===== src/rtl/ysyx_22041207_ifu.sv =====
// Instruction fetch unit: single-outstanding fetch FSM feeding a small
// instruction queue toward decode, with redirect flush and response drop.
module ysyx_22041207_ifu #(
    parameter int unsigned     XLEN     = 64,
    parameter logic [XLEN-1:0] RESET_PC = XLEN'(64'h8000_0000),
    parameter int unsigned     QDEPTH   = 4
) (
    input  logic            clk,
    input  logic            rst_n,
    output logic            imem_req_valid,
    input  logic            imem_req_ready,
    output logic [XLEN-1:0] imem_req_addr,
    input  logic            imem_resp_valid,
    input  logic [31:0]     imem_resp_data,
    input  logic            redirect_valid,
    input  logic [XLEN-1:0] redirect_pc,
    output logic            id_valid,
    input  logic            id_ready,
    output logic [31:0]     id_inst,
    output logic [XLEN-1:0] id_pc
);

    localparam int unsigned PW = (QDEPTH > 1) ? $clog2(QDEPTH) : 1;
    localparam int unsigned CW = PW + 1;

    typedef enum logic [1:0] {
        IDLE = 2'd0,
        REQ  = 2'd1,
        WAIT = 2'd2,
        DROP = 2'd3
    } state_t;

    state_t          state;
    logic [XLEN-1:0] fetch_pc;
    logic [XLEN-1:0] req_pc;
    logic [CW-1:0]   count;
    logic [PW-1:0]   rd_ptr;
    logic [PW-1:0]   wr_ptr;
    logic [XLEN-1:0] q_pc   [QDEPTH];
    logic [31:0]     q_inst [QDEPTH];

    logic            accept;
    logic            enq;
    logic            deq;
    logic [XLEN-1:0] redirect_aligned;

    // Issue only with a free queue slot, so a response always has room
    assign imem_req_valid   = (state == REQ) && (count < CW'(QDEPTH));
    assign imem_req_addr    = fetch_pc;
    assign id_valid         = (count != '0);
    assign id_inst          = q_inst[rd_ptr];
    assign id_pc            = q_pc[rd_ptr];

    assign accept           = imem_req_valid && imem_req_ready;
    assign enq              = (state == WAIT) && imem_resp_valid;
    assign deq              = id_valid && id_ready;
    assign redirect_aligned = redirect_pc & ~XLEN'(3);

    // Fetch FSM, PC tracking and instruction queue; redirect overrides all
    always_ff @(posedge clk or negedge rst_n) begin
        if (!rst_n) begin
            state    <= IDLE;
            fetch_pc <= RESET_PC;
            req_pc   <= '0;
            count    <= '0;
            rd_ptr   <= '0;
            wr_ptr   <= '0;
            for (int i = 0; i < int'(QDEPTH); i++) begin
                q_pc[i]   <= '0;
                q_inst[i] <= '0;
            end
        end else if (redirect_valid) begin
            fetch_pc <= redirect_aligned;
            count    <= '0;
            rd_ptr   <= '0;
            wr_ptr   <= '0;
            case (state)
                IDLE:    state <= REQ;
                REQ:     state <= accept ? DROP : REQ;
                WAIT:    state <= DROP;
                default: state <= DROP;
            endcase
        end else begin
            case (state)
                IDLE: state <= REQ;
                REQ: begin
                    if (accept) begin
                        req_pc   <= fetch_pc;
                        fetch_pc <= fetch_pc + XLEN'(4);
                        state    <= WAIT;
                    end
                end
                WAIT: begin
                    if (imem_resp_valid) begin
                        state <= REQ;
                    end
                end
                default: begin
                    if (imem_resp_valid) begin
                        state <= REQ;
                    end
                end
            endcase

            if (enq) begin
                q_pc[wr_ptr]   <= req_pc;
                q_inst[wr_ptr] <= imem_resp_data;
                wr_ptr         <= wr_ptr + PW'(1);
            end
            if (deq) begin
                rd_ptr <= rd_ptr + PW'(1);
            end
            if (enq && !deq) begin
                count <= count + CW'(1);
            end else if (deq && !enq) begin
                count <= count - CW'(1);
            end
        end
    end

endmodule


===== config.mk =====
export PLATFORM = sky130hd
export DESIGN_NAME = ysyx_22041207_ifu
export DESIGN_NICKNAME = d
export VERILOG_FILES = /design/src/rtl/ysyx_22041207_ifu.sv
export SDC_FILE = /design/constraint.sdc
export NUM_CORES = 1
export LEC_CHECK = 0
export CAP_MARGIN = 20
export CORE_MARGIN = 4
export CORE_UTILIZATION = 63
export CTS_BUF_LIST = sky130_fd_sc_hd__clkbuf_4
export DETAILED_ROUTE_END_ITERATION = 16
export GPL_TIMING_DRIVEN = 0
export PLACE_DENSITY = 0.84
export SYNTH_ARGS = -nofsm -noshare
export SYNTH_HDL_FRONTEND = slang
export SYNTH_SLANG_ARGS = --single-unit

===== constraint.sdc =====
create_clock -name clk -period 5.1 [get_ports clk]
set_clock_uncertainty 0.1 [all_clocks]
set_input_delay 1.53 -clock clk [delete_from_list [all_inputs] [get_ports clk]]
set_output_delay 1.53 -clock clk [all_outputs]
set_load 0.005 [all_outputs]

* Word-level counts from Yosys, hierarchy flattened *
Cells that the tools add are included.

storage, ports and cells
  register bits after elaboration = 521
  input bits = 102
  output and inout bits = 162
  logic and storage cells = 78

operators by class
  $add $sub $neg = 5
  $lt $le $gt $ge = 4
  equality and inequality tests = 3
  mux-type cells = 28
  bitwise gates (word level) = 3
  reductions and logical operators = 21

operators by type and width
  operator                                                    number
  two-way mux 64 bit                                          6
  bitwise mux 256 bit                                         1
  binary-select mux 64 bit (select 2 bit)                     1
  bitwise mux 128 bit                                         1
  demux 64 bit (select 2 bit)                                 1
  two-way mux 32 bit                                          3
  adder 64 x 3 -> 64 bit, second input constant               1
  binary-select mux 32 bit (select 2 bit)                     1
  demux 32 bit (select 2 bit)                                 1
  two-way mux 2 bit                                           8
  two-way mux 3 bit                                           3
  one-hot mux 2 bit (2 select lines)                          2
  nonzero test 2 bit                                          4
  logical AND 1 bit                                           7
  greater-or-equal comparator 3 bit, second input constant    2
  inverter 2 -> 3 bit                                         2
  AND reduction 2 bit                                         3
  nonzero test 3 bit                                          2
  adder 2 x 1 -> 2 bit, second input constant                 2
  nonzero test 4 bit                                          1
  adder 3 x 1 -> 3 bit, second input constant                 1
  less-than comparator 3 x 1 -> 1 bit, second input constant  1
  less-than comparator 3 bit, second input constant           1
  inequality test 3 bit, second input constant                1
  7 further kinds                                             8

* Longest topological paths before layout *
Gate-level depths: netlist of run 1.

  word-level depth = 7
  gate-level depth with buffers = 7

* Worst setup path after synthesis of run 1 *
OpenSTA, ideal clock, no wires.

  path kind = flip-flop to output port
  start point = register rd_ptr[0]
  end point = output id_pc[55]
  arrival time = 1819 ps
  data required time = 3470 ps
  slack = 1651 ps
  stages on the path, launching flop included = 5
  cell sequence = dfrtp_1 > clkbuf_1 > buf_2 > buf_1 > mux4_2

on the way
  cells in the longest elaborated chain, start to end = 4

ends and longest elaborated chain
  element                                                line  text
  start: declaration                                     37    logic [PW-1:0] rd_ptr;
  start signal: assignment                               111   rd_ptr <= rd_ptr + PW'(1);
  inverter 2 -> 3 bit (implied by the code)              52    assign id_pc = q_pc[rd_ptr];
  binary-select mux 64 bit (select 2 bit)                52
  two-way mux 64 bit (implied by the code) (2 in a row)  52
  end: declaration                                       20    output logic [XLEN-1:0] id_pc

Every way passes these cells. The select of a mux whose other input is x is not followed.

* Worst setup path after layout of run 1 *
  start point = register rd_ptr[1]
  end point = output id_pc[13]

Same word-level chain as after synthesis.

==> results.json, run 1 <==
{
  "initial_core_util_pct": 63.9,
  "top_level_ports": 264,
  "critPathLaunch": "rd_ptr[1]",
  "final_core_util_pct": 78.3,
  "synthMuxAreaShare_pct": 31.5,
  "r2r-end": "q_pc[215]",
  "critPathRequiredTime_ns": 3.47,
  "numCtsBuffers": 135,
  "hold_viol": 0,
  "outcome": "complete, no violations",
  "core_um2": 35600,
  "drc_errors": 0,
  "leakagePower_uw": 0.0128,
  "finalNonFillerCells": 2487,
  "viasPerCell": 6.11,
  "synth_xor_area_share_pct": 1.81,
  "synthArstFlopShare_pct": 100,
  "end_kind": "output pin",
  "drtPass1Iterations": 5,
  "cts_tree": "yes",
  "grt_max_degree": 133,
  "cts_sinks": 509,
  "grt_overflow": 0,
  "max_slew_margin_pct": 24.4,
  "synth_common_cells": "508 x dfrtp_1, 443 x mux2_2, 94 x mux4_2",
  "hold_path_class": "flop to flop",
  "fp.dieH_um": 198,
  "synth_top_family_by_area": "multiplexers",
  "min_period_ns": 4.92,
  "clockBufferDepth": 3,
  "globalRouteTotalUtil_pct": 29.7,
  "rrSetupSlack_ns": 2.08,
  "yosysMostFrequentCell": "dfrtp_1",
  "grt_pass1_wl_um": 90300,
  "synth_cell_types": 54,
  "gp_congestion": 0.899,
  "p_per_area_nw_per_um2": 430,
  "drtIter0Drc": 1016,
  "synth-simple-area-share_pct": 6.34,
  "h-tree-depth": 4,
  "holdBufCountCts": 0,
  "worst_pin_slew_ns": 1.13,
  "area_delta_synth_final_pct": 22.5,
  "cp_max_fo": 10,
  "synth_compound_area_share_pct": 1.93,
  "drv_slew": 0,
  "post_cts_buffers": 0,
  "cts.repair.resized": 11,
  "max_freq_mhz": 203,
  "reg2reg_depth": 6,
  "wirelength_um": 57300,
  "grt_pass1_vias": 16485,
  "slowest_delay_ns": 0.60,
  "io_buffers": 256,
  "routedWlPerCell_um": 23.0,
  "place_inst": 2260,
  "synth_edf_count": 0,
  "reg2reg_from": "state[1]",
  "period_share_pct": 96.4,
  "synthFlopType": "dfrtp_1",
  "cp_cell_sequence": "clkbuf_1 -> clkbuf_2 -> buf_1 -> mux4_2 -> clkdlybuf4s50_1",
  "crit_end": "id_pc[13]",
  "root_buffer": "clkbuf_4",
  "crit_arrival_ns": 3.29,
  "fill_cells": 2157,
  "synth_area_leaders": "dfrtp_1 56%, mux2_2 22%, mux4_2 9.3%",
  "die_w_um": 198,
  "clk_latency_ns": 0.82,
  "dp_hpwl_um": 39100,
  "rows": 69,
  "ys_seq_elements": 509,
  "synth.avg_cell_area_um2": 14.8,
  "yosys_warnings": 0,
  "rsz0062_at_grt": "false",
  "antenna_left": 0,
  "antenna_found_initial": 9,
  "drv_cap": 0,
  "criticalPathCategory": "flop to output pin",
  "synth-seq-area-share_pct": 56.1,
  "startpoint_type": "flop",
  "path_clk_slew_ns": 0.06,
  "fp.dieArea_um2": 39200,
  "yosysTopAreaCell": "dfrtp_1",
  "drive_gt1_share_pct": 40.1,
  "syn_inst": 1536,
  "vias": 15194,
  "cp_slowest_cell": "buf_1",
  "peakVddDrop_uv": 296,
  "netlist_area_um2": 22700,
  "synth_top_area_share_pct": 56.0,
  "final_nets": 2044,
  "setup_viol": 0,
  "synth_adder_area_share_pct": 0.363
}
[critical path: cells and delay by family, from the launching register on]
family	cells	cell delay, ns
DFF	1	0.32
buffers and inverters	4	1.72
muxes	1	0.44
[metal layers]
| metal | share of wire (%) | vias up | GRT usage [%] | routed length (um) |
|---|---|---|---|---|
| li1 | - | 6585 | - | - |
| met1 | 40 | 7930 | 39.8 | 23100 |
| met2 | 50 | 559 | 48.2 | 28400 |
| met3 | 7.5 | 106 | 7.93 | 4270 |
| met4 | 2.5 | 14 | 9.69 | 1440 |
| met5 | 0.15 | - | 0 | 86 |
[power by group]
part / internal (uW) / switching [uW] / leakage (uW)
combinational: 1780 / 1050 / 0.00495
sequential: 4700 / 624 / 0.00678
clock: 2170 / 1650 / 0.00106
total: 8650 / 3320 / 0.0128
[how the worst min path moves through the flow]
stage / startpoint / end / slack [ns] / cells past startpoint
floorplan: q_pc[100] / q_pc[100] / 0.37 / 1
global placement: q_pc[53] / q_pc[53] / 0.38 / 1
detailed placement: q_pc[105] / q_pc[105] / 0.39 / 1
CTS: q_pc[105] / q_pc[105] / 0.40 / 1
global route: q_pc[105] / q_pc[105] / 0.40 / 1
finish: q_inst[47] / q_inst[47] / 0.40 / 1
[stage by stage]
| step | TNS [ns] | hold WS, ns | area [um^2] | setup WS [ns] | power [uW] |
|---|---|---|---|---|---|
| CTS | 0 | 0.400 | 27800 | 0.00730 | 12100 |
| global route | 0 | 0.403 | 27800 | 0.0117 | 12600 |
| floorplan | 0 | 0.374 | 22700 | 1.65 | 6680 |
| detailed placement | 0 | 0.387 | 26000 | 0.483 | 8210 |
| global placement | -9636.24 | 0.381 | 25900 | -18.98 | 8070 |
| finish | 0 | 0.402 | 27800 | 0.182 | 12000 |
[cell families (layout without fill, tap and decap cells)]
| kind of cell | Yosys count | in the layout |
|---|---|---|
| xor gates and xnor gates | 47 | 47 |
| muxes | 541 | 541 |
| DFF | 509 | 509 |
| adders and majority gates | 6 | 6 |
| buffers and inverters | 104 | 590 |
| and+or+nand+nor | 253 | 253 |
| other | 1 | 5 |
| AOI/OAI and AO/OA | 75 | 75 |
[sequential cells by signal, summed over array words and instances (netlist names)]
signal	cells
count	3
imem_req_addr	62
q_inst	128
q_pc	248
rd_ptr	2
req_pc	62
state	2
wr_ptr	2
[cells in the final DEF (no fill, tap or decap), drive strengths merged, types with 2 or more instances in the layout]
cell type / n
clkdlybuf4s15: 2
clkinv: 23
buf: 42
o31ai: 5
clkbuf: 248
nand4: 42
a22oi: 2
a221o: 3
ha: 5
nand2: 71
nor4: 23
nand3: 20
nor2b: 7
nor3: 10
mux2: 443
or2: 3
xor2: 19
and4: 6
mux4: 94
conb: 4
and3: 10
and2: 2
clkdlybuf4s50: 255
a31oi: 12
bufinv: 9
nor2: 34
or3: 11
o21ai: 47
or4: 9
xnor2: 28
dfrtp: 508
inv: 10
mux2i: 4
[final cells by class]
| class | instances | area (um^2) | area share (%) |
|---|---|---|---|
| sequential | 509 | 12700 | 45.8 |
| inverter | 8 | 30.0 | 0.108 |
| antenna | 1 | 2.50 | 0.00899 |
| clock inverter | 35 | 380 | 1.37 |
| clock buffer | 191 | 1430 | 5.15 |
| buffer | 96 | 463 | 1.66 |
| tap | 461 | 577 | 2.07 |
| timing repair buffer | 260 | 2680 | 9.62 |
| multi-input combinational | 926 | 9530 | 34.3 |
Power figures use the tool's default switching activity.
==> run 2, diff against run 1 <==
--- a/config.mk
+++ b/config.mk
@@ -6,11 +6,11 @@
 export NUM_CORES = 1
 export LEC_CHECK = 0
 export CAP_MARGIN = 20
+export CORE_ASPECT_RATIO = 1.4
 export CORE_MARGIN = 4
 export CORE_UTILIZATION = 63
 export CTS_BUF_LIST = sky130_fd_sc_hd__clkbuf_4
 export DETAILED_ROUTE_END_ITERATION = 16
-export GPL_TIMING_DRIVEN = 0
 export PLACE_DENSITY = 0.84
 export SYNTH_ARGS = -nofsm -noshare
 export SYNTH_HDL_FRONTEND = slang
==> run 2 against run 1 <==
  * Critical path depth decreased by 2
  * Register-to-register slack improved by 0.22 ns
  * Combinational power fell by 3%
  * Final cell count shrank 2.9%
  * Sequential power about the same
  * Final area fell by 1.6%
  * Die area increased by 0.11%
  * Worst setup slack improved by 0.26 ns
  * Power decreased by 5.5%
  * Via count decreased by 4.0%
  * Non-clock buffer count down 67
  * Clock power fell by 16%
==> results.json, run 2 (synthesis results as in run 1) <==
{
  "fill_cells": 2210,
  "holdPathStages": 1,
  "dpl_cell_area_um2": 25800,
  "rows": 82,
  "cp_max_fo": 23,
  "fp.dieArea_um2": 39200,
  "startpoint_type": "flop",
  "final_area_um2": 27400,
  "clockBufferDepth": 3,
  "max_freq_mhz": 215,
  "h-tree-depth": 3,
  "hold_path_class": "flop to flop",
  "cts_tree": "yes",
  "worst_pin_slew_ns": 1.12,
  "hp-start": "q_inst[51]",
  "whs_ns": 0.398,
  "setup_slack_ns": 0.443,
  "final_nets": 1960,
  "final_common_cell": "dfrtp_1",
  "globalRouteTotalUtil_pct": 28.4,
  "cts.repair.resized": 0,
  "top_level_ports": 264,
  "antenna_found_initial": 6,
  "drv_slew": 0,
  "pre_cts_ws_ns": 0.816,
  "peakVddDrop_uv": 295,
  "largest_register_ffs": 248,
  "drtIter0Drc": 963,
  "viasPerCell": 6.04,
  "clk_latency_ns": 0.85,
  "total_power_uw": 11300,
  "antenna_left": 0,
  "dp_hpwl_um": 35800,
  "cts_sinks": 509,
  "min_period_ns": 4.66,
  "gp_congestion": 0.867,
  "fp.dieH_um": 233,
  "critPathLaunch": "rd_ptr[0]",
  "max_slew_margin_pct": 25.3,
  "grt_max_degree": 121,
  "setup_viol": 0,
  "routedWlPerCell_um": 22.5,
  "rsz0062_at_grt": "false",
  "p_per_area_nw_per_um2": 413,
  "grt_overflow": 0,
  "drc_errors": 0,
  "drv_cap": 0,
  "wirelength_um": 54400,
  "post_cts_buffers": 0,
  "io_buffers": 257,
  "reg2reg_from": "count[2]",
  "holdBufCountCts": 0,
  "numCtsBuffers": 118,
  "root_buffer": "clkbuf_4",
  "drtPass1Iterations": 5,
  "criticalPathCategory": "flop to output pin",
  "grt_pass1_wl_um": 87100,
  "period_share_pct": 91.3,
  "top_register": "q_pc",
  "path_clk_slew_ns": 0.07,
  "core_um2": 35700,
  "outcome": "complete, no violations",
  "reg2reg_depth": 5,
  "end_kind": "output pin",
  "vias": 14592,
  "crit_arrival_ns": 3.03,
  "largestRegisters": "q_pc: 248 flops, q_inst: 128 flops",
  "area_delta_synth_final_pct": 20.6,
  "grt_pass1_vias": 16060,
  "drive_gt1_share_pct": 40.3,
  "critPathRequiredTime_ns": 3.47,
  "die_w_um": 168,
  "final_cell_mix": "506 x dfrtp_1, 443 x mux2_2, 255 x clkdlybuf4s50_1, 183 x clkbuf_4, 94 x mux4_2",
  "fin_tns_setup_ns": 0,
  "leakagePower_uw": 0.0126,
  "hold_viol": 0,
  "initial_core_util_pct": 63.6
}
-- run 2: cell types whose count changed in the layout (fill, tap and decap cells not counted), sizes merged --
cell and delta:
clkbuf -64, buf -9, bufinv -8, clkinv +5
diode +4, clkdlybuf4s15 -2, clkinvlp -1, inv +1
-- run 2: routing by layer --
metal  wire length (um)  global-route usage, %
met1              21100                   35.3
met3               3280                   6.07
met4               1570                   10.4
met5                 23                      0
met2              28400                   49.4
-- run 2: through the flow --
| step | cells | util (%) |
|---|---|---|
| global placement | 2192 | 72.4 |
| finish | 2414 | 76.8 |
| global route | 2412 | 76.7 |
| floorplan | 1539 | - |
| CTS | 2407 | 76.6 |
| detailed placement | 2192 | 72.4 |
-- run 2: layout make-up --
cell class,instances,area (um^2),area share (%)
Sequential cell,509,12700,46.5
Multi-Input combinational cell,926,9580,35.0
Timing Repair Buffer,289,2930,10.7
Clock buffer,183,1370,5.01
Tap cell,462,578,2.11
Clock inverter,32,150,0.548
Inverter,8,30.0,0.110
Antenna cell,5,12.5,0.0457
-- run 2: worst max-delay path: stages, from the launching register on --
cell and delay (ns):
dfrtp_4 0.76, buf_4 0.39, mux4_2 0.58, clkdlybuf4s50_1 0.47
-- run 2: where the power goes --
group          internal, uW  switching, uW
combinational          1780            974
sequential             4700            644
clock                  1680           1540
total                  8160           3160
-- run 2: path summary, 6_finish.rpt --
path | endpoint | slack (ns)
max | id_pc[20] | 0.44
min | q_inst[51] | 0.40
max reg2reg | imem_req_addr[62] | 2.30
min reg2reg | q_inst[51] | 0.40
max in group asynchronous | q_inst[56] | 3.14
min in group asynchronous | q_inst[76] | 0.69
